## src/rtl/cpu_pkg.sv

```systemverilog
// Shared CPU address-path defaults, reused by fetch, branch and PC logic.
package cpu_pkg;

    localparam int unsigned CPU_ADDR_WIDTH  = 32;
    localparam logic [31:0] CPU_RESET_ADDR  = 32'h0000_0000;
    localparam int unsigned CPU_INSTR_BYTES = 4;

    typedef logic [CPU_ADDR_WIDTH-1:0] cpu_addr_t;

endpackage

```

## src/rtl/pc_incrementer.sv

```systemverilog
// Modulo-2^WIDTH address adder that also reports carry out of the top bit.
module pc_incrementer #(
    parameter int unsigned WIDTH = cpu_pkg::CPU_ADDR_WIDTH
) (
    input  logic [WIDTH-1:0] addr,
    input  logic [WIDTH-1:0] step,
    output logic [WIDTH-1:0] sum,
    output logic             carry
);

    always_comb begin
        {carry, sum} = {1'b0, addr} + {1'b0, step};
    end

endmodule

```

## src/rtl/program_counter.sv

```systemverilog
// PC register with asynchronous reset, plus sequential next-address and status flags.
module program_counter
    import cpu_pkg::*;
#(
    parameter int unsigned           ADDR_WIDTH  = CPU_ADDR_WIDTH,
    parameter logic [ADDR_WIDTH-1:0] RESET_ADDR  = ADDR_WIDTH'(CPU_RESET_ADDR),
    parameter int unsigned           INSTR_BYTES = CPU_INSTR_BYTES
) (
    input  logic                  clock,
    input  logic [ADDR_WIDTH-1:0] pc_in_addr,
    output logic [ADDR_WIDTH-1:0] pc_out_addr,
    input  logic                  reset_n,
    output logic [ADDR_WIDTH-1:0] pc_plus4_addr,
    output logic                  pc_misaligned,
    output logic                  pc_wrapped
);

    logic [ADDR_WIDTH-1:0] step;

    assign step = ADDR_WIDTH'(INSTR_BYTES);

    // No enable and no masking: the input is taken verbatim every edge.
    always_ff @(posedge clock or negedge reset_n) begin
        if (!reset_n) begin
            pc_out_addr <= RESET_ADDR;
        end else begin
            pc_out_addr <= pc_in_addr;
        end
    end

    pc_incrementer #(
        .WIDTH (ADDR_WIDTH)
    ) u_incr (
        .addr  (pc_out_addr),
        .step  (step),
        .sum   (pc_plus4_addr),
        .carry (pc_wrapped)
    );

    assign pc_misaligned = (pc_out_addr[1:0] != 2'b00);

endmodule

```

## config.mk

```make
export PLATFORM = sky130hd
export DESIGN_NAME = program_counter
export DESIGN_NICKNAME = d
export VERILOG_FILES = /design/src/rtl/cpu_pkg.sv /design/src/rtl/pc_incrementer.sv /design/src/rtl/program_counter.sv
export SDC_FILE = /design/constraint.sdc
export NUM_CORES = 1
export LEC_CHECK = 0
export CAP_MARGIN = 15
export CORE_MARGIN = 1
export CORE_UTILIZATION = 42
export CTS_BUF_LIST = sky130_fd_sc_hd__clkbuf_8
export CTS_CLUSTER_SIZE = 14
export DETAILED_ROUTE_END_ITERATION = 12
export GPL_TIMING_DRIVEN = 0
export PLACE_DENSITY_LB_ADDON = 0.15
export SLEW_MARGIN = 20
export SYNTH_ARGS = -nofsm -noshare
export SYNTH_HDL_FRONTEND = slang
export SYNTH_HIERARCHICAL = 1
export SYNTH_SLANG_ARGS = --single-unit
```

## constraint.sdc

```tcl
create_clock -name clock -period 1.9 [get_ports clock]
set_input_delay 0.19 -clock clock [delete_from_list [all_inputs] [get_ports clock]]
set_output_delay 0.19 -clock clock [all_outputs]
set_load 0.02 [all_outputs]
```

==> Word level (Yosys, flattened, before mapping) <==
Cells that the tools add are included.
{ "word_totals": {"reg_bits": 32, "input_bits": 34, "output_inout_bits": 66, "word_cells": 3} }
{ "op_classes": {"n_addsub": 1, "reduce_logical": 1} }
{ "op_table": {"columns": ["op", "n"], "rows": [
  ["$add A32 B3 Y33 const B", 1],
  ["$reduce_bool A2 Y1", 1]
]} }

==> Depth between registers and ports, before layout <==
{ "logic_depth": {"ltp_word": 1, "depth_mapped": 8, "mapped_depth_nobuf": 8} }

==> By module <==
Netlist, hierarchy kept.
{ "by_module_without_submodules": {"columns": ["module", "instances", "cells_each", "area_per_inst_um2", "seq_area_each_um2"], "rows": [
  ["pc_incrementer", 1, 272, 1926.8, 0.0],
  ["program_counter", 1, 35, 814.5, 800.8]
]} }

==> Worst setup path before layout <==
No wires, ideal clock.
{ "synth_path": {"path_type": "reg-to-output", "from": "register pc_out_addr[10]", "to": "output port pc_plus4_addr[27]", "arrival_time_ps": 2364, "t_required_ps": 1710, "path_slack_ps": -654, "stages_incl_launch_ff": 8, "path_buffers": 1, "path_cell_list": "dfrtp_1 > ha_1 > clkbuf_1 > nand4_1 > a211o_1 > a21oi_2 > a2111oi_0 > nor4bb_1"} }
{ "synth_between": {"elab_chain_cells": 1} }
{ "synth_lines": {"columns": ["item", "line", "source"], "rows": [
  ["start: declaration", "program_counter.sv:11", "output logic [ADDR_WIDTH-1:0] pc_out_addr,"],
  ["start signal: assignment", "program_counter.sv:27", "pc_out_addr <= pc_in_addr;"],
  ["$add A32 B3 Y33", "pc_incrementer.sv:12", "{carry, sum} = {1'b0, addr} + {1'b0, step};"],
  ["end: declaration", "program_counter.sv:13", "output logic [ADDR_WIDTH-1:0] pc_plus4_addr,"]
]} }
Every way passes these cells.

==> Worst setup path in the final report <==
{ "layout_path": {"from": "register pc_out_addr[3]", "to": "output port pc_plus4_addr[28]"} }
The elaborated chain is that of the path after synthesis.

==> flow_summary_export.csv <==
group,metric,value,unit
critical_path,slowest_delay,0.43,ns
pwr,p_seq_share,23.2,%
critical_path,cpMostUsedCell,"o211ai_1",
critical_path,crit_arrival,2.44,ns
final_layout,mostFrequentLayoutCell,"clkdlybuf4s50_1",
grt,grt_max_degree,33,
critical_path,crit_path_start_kind,"register",
placed_design,portBuffers,99,
yosys,synth_largest_area_cell,"dfrtp_1",
final_layout,drive_gt1_share,38.22,%
yosys,synth_top_area_share,29.21,%
timing,rsz0062_at_grt,"true",
grt,grt_pass1_wl,13500,um
yosys,synthFlopType,"dfrtp_1",
pwr,clock_power_share,19.7,%
hold_path,hp-start,"pc_in_addr[2]",
critical_path,crit_slowest_cell,"dfrtp_2",
final_layout,syn_to_final_growth,82.02,%
critical_path,path_class,"register to primary output",
yosys,synth_seq_cells,32,
routing,vias,3087,
die,start_util,43.42,%
routing,routed_wl,8882,um
clocking,cts_inserted_buffers,5,
routing,routedWlPerCell,16.21,um
pwr,p_leak,2.104,nW
clocking,clk_pin_slew,0.07,ns
yosys,synth.avg_cell_area,8.930,sq um
hold_path,hold_path_class,"primary input to register",
pwr,switching_share,38.77,%
final_layout,postLayoutCoreUtil,79.03,%
grt,antenna_found_initial,0,
routing,drt_iter0_markers,225,
yosys,ys_types,57,
critical_path,crit_fanout,4,
placed_design,preCtsSetupSlack,-0.8861,ns
critical_path,end_kind,"primary output",
die,core,6314,sq um
clocking,root_buffer,"clkbuf_8",
routing,drtAntennaViolNets,0,
yosys,synth_cells,307,
pwr,comb_power_share,57.1,%
critical_path,worstPathCellList,"ha_4 > o211ai_1 > o211ai_1 > buf_4 > a21oi_4 > nor3_4 > or2_4 > o211a_4 > buf_6",
timing,drv_slew,0,
grt,grt_pass1_vias,2897,
hold_path,min_to,"pc_out_addr[2]",
final_layout,largest_reg_flops,32,
flow_run,max_cap_violations,0,
status,status,"finished, violations left",
final_layout,top_regs,"pc_out_addr x32",
placed_design,place_area,4407,sq um
die,ioPinCount,100,
routing,vias_per_cell,5.633,
yosys,ys_warn_count,6,
final_layout,final_cell_mix,"clkdlybuf4s50_1 (66), buf_4 (43), conb_1 (33), a21oi_1 (28), nand2_1 (19)",
yosys,synth_edf_count,0,
clocking,clk_path_buf_depth,2,
grt,grt_usage,26.01,%
yosys,yosysSeqAreaShare,29.21,%
timing,period_minus_slack,2.625,ns
yosys,synthArstFlopShare,100.0,%
timing,tightest_slew,0.7123,ns
clocking,cts.sinks,32,
timing,hold_viol,0,
yosys,synth_area_leaders,"dfrtp_1 (29%), ha_1 (15%), a21oi_1 (6.9%), xnor2_1 (5.4%), a21o_1 (3.8%)",
timing,slew_headroom,52.52,%
placed_design,dpl.hpwl,5921,um
critical_path,critPathRequiredTime,1.71,ns
timing,finalSetupViolCount,27,
hold_path,holdPathStages,1,
pwr,intPower,1.983,mW
die,dieArea,6854,sq um
routing,drc_errors,0,
status,failed_checks,"negative setup slack",
pwr,peakVddDrop,0.5100,mV
timing,period_share,138.2,%
die,die_x,82.79,um
critical_path,cp.depth,9,
clocking,cts_max_level,2,
routing,firstDrtPassIters,4,
die,placementRows,29,
yosys,synth_area,2741,sq um
placed_design,dp_cells,514,
final_layout,final_cells,548,
grt,grt_overflow,0,
placed_design,gp_congestion,0.8840,
final_layout,final_cell_area,4990,sq um
critical_path,crit_family,"compound AO/OA/AOI/OAI gates",
final_layout,regMostFlops,"pc_out_addr",
final_layout,n_antenna_cell,0,
timing,fin_ws,-0.7253,ns
final_layout,final_nets,537,
clocking,cts_tree,"yes",
timing,clock.fmax,380.9,MHz
pwr,p_sw,1.256,mW
die,dieHeight,82.79,um
critical_path,crit_buf_inv,2,
pwr,p_per_area,649.0,nW/um^2
[worst max path at each step]
stage / startpoint / to / slack, ns
floorplan: pc_out_addr[19] / pc_plus4_addr[29] / -0.63
global placement: pc_out_addr[18] / pc_plus4_addr[29] / -0.88
detailed placement: pc_out_addr[18] / pc_plus4_addr[25] / -0.89
CTS: pc_out_addr[3] / pc_plus4_addr[28] / -0.68
global route: pc_out_addr[3] / pc_plus4_addr[28] / -0.80
finish: pc_out_addr[3] / pc_plus4_addr[28] / -0.73
[metal layers]
layer	vias up	share of wire, %	GRT usage (%)
li1	1444	-	-
met1	1454	41	33.20
met2	160	50	43.85
met3	29	6.6	5.137
met4	0	2.8	8.448
met5	-	0	0
[cell type report]
cell class                      count  area [sq um]
Clock buffer                        5         68.82
Inverter                            8         30.03
Sequential cell                    32         818.3
Buffer                              6         62.56
Fill cell                         433          1324
Timing Repair Buffer              128          1176
Clock inverter                      3         38.79
Multi-Input combinational cell    289          2699
Tap cell                           77         96.34
[stage by stage]
step	TNS [ns]	hold slack [ns]	total power [mW]
6_report	-14.20	0.3315	3.239
5_1_grt	-16.16	0.3256	3.406
4_1_cts	-12.36	0.3281	3.103
2_1_floorplan	-4.808	-0.1056	1.803
3_3_place_gp	-17.68	0.6305	2.332
3_5_place_dp	-17.47	0.2845	2.345
[cell families (layout without fill, tap and decap cells)]
logic type	Yosys count	in the layout	synth area share (%)
xor+xnor	27	27	8.626
simple gates	83	83	15.38
fa+ha+maj	33	33	15.34
compound gates	111	111	27.80
mux	2	2	0.7303
other cells	2	33	0.2739
flops	32	32	29.21
buf+inv	17	150	2.647
[cells in the mapped netlist, drive strengths merged (2+ instances only)]
cell and count:
inv 8, nor3 6, a21oi 39, dfrtp 32, and4 2, or2 4, nand4 2, and3 6
ha 32, o31a 2, buf 2, xor2 10, nand3 12, a31oi 5, o2111ai 2, o211ai 6
o21ai 15, xnor2 17, o21a 2, a2111oi 2, nor2 19, conb 2, a211oi 8, mux2i 2
o31ai 4, and2 3, nand2 22, a21o 14, clkbuf 7
[power groups by stage]
stage	Sequential, mW	Combinational (mW)	Clock [mW]
floorplan	0.802	1.00	0
global placement	0.760	1.57	0
detailed placement	0.761	1.58	0
CTS	0.751	1.69	0.658
global route	0.756	1.97	0.681
finish	0.751	1.85	0.638
[repair_timing]
action,in CTS,in global routing
pin swaps,34,20
setup endpoints to repair,32,29
resized for setup,201,23
hold endpoints to repair,32,0
hold buffers,1,0
setup buffers,21,8
Note: power is estimated with default switching activity, not from simulation.
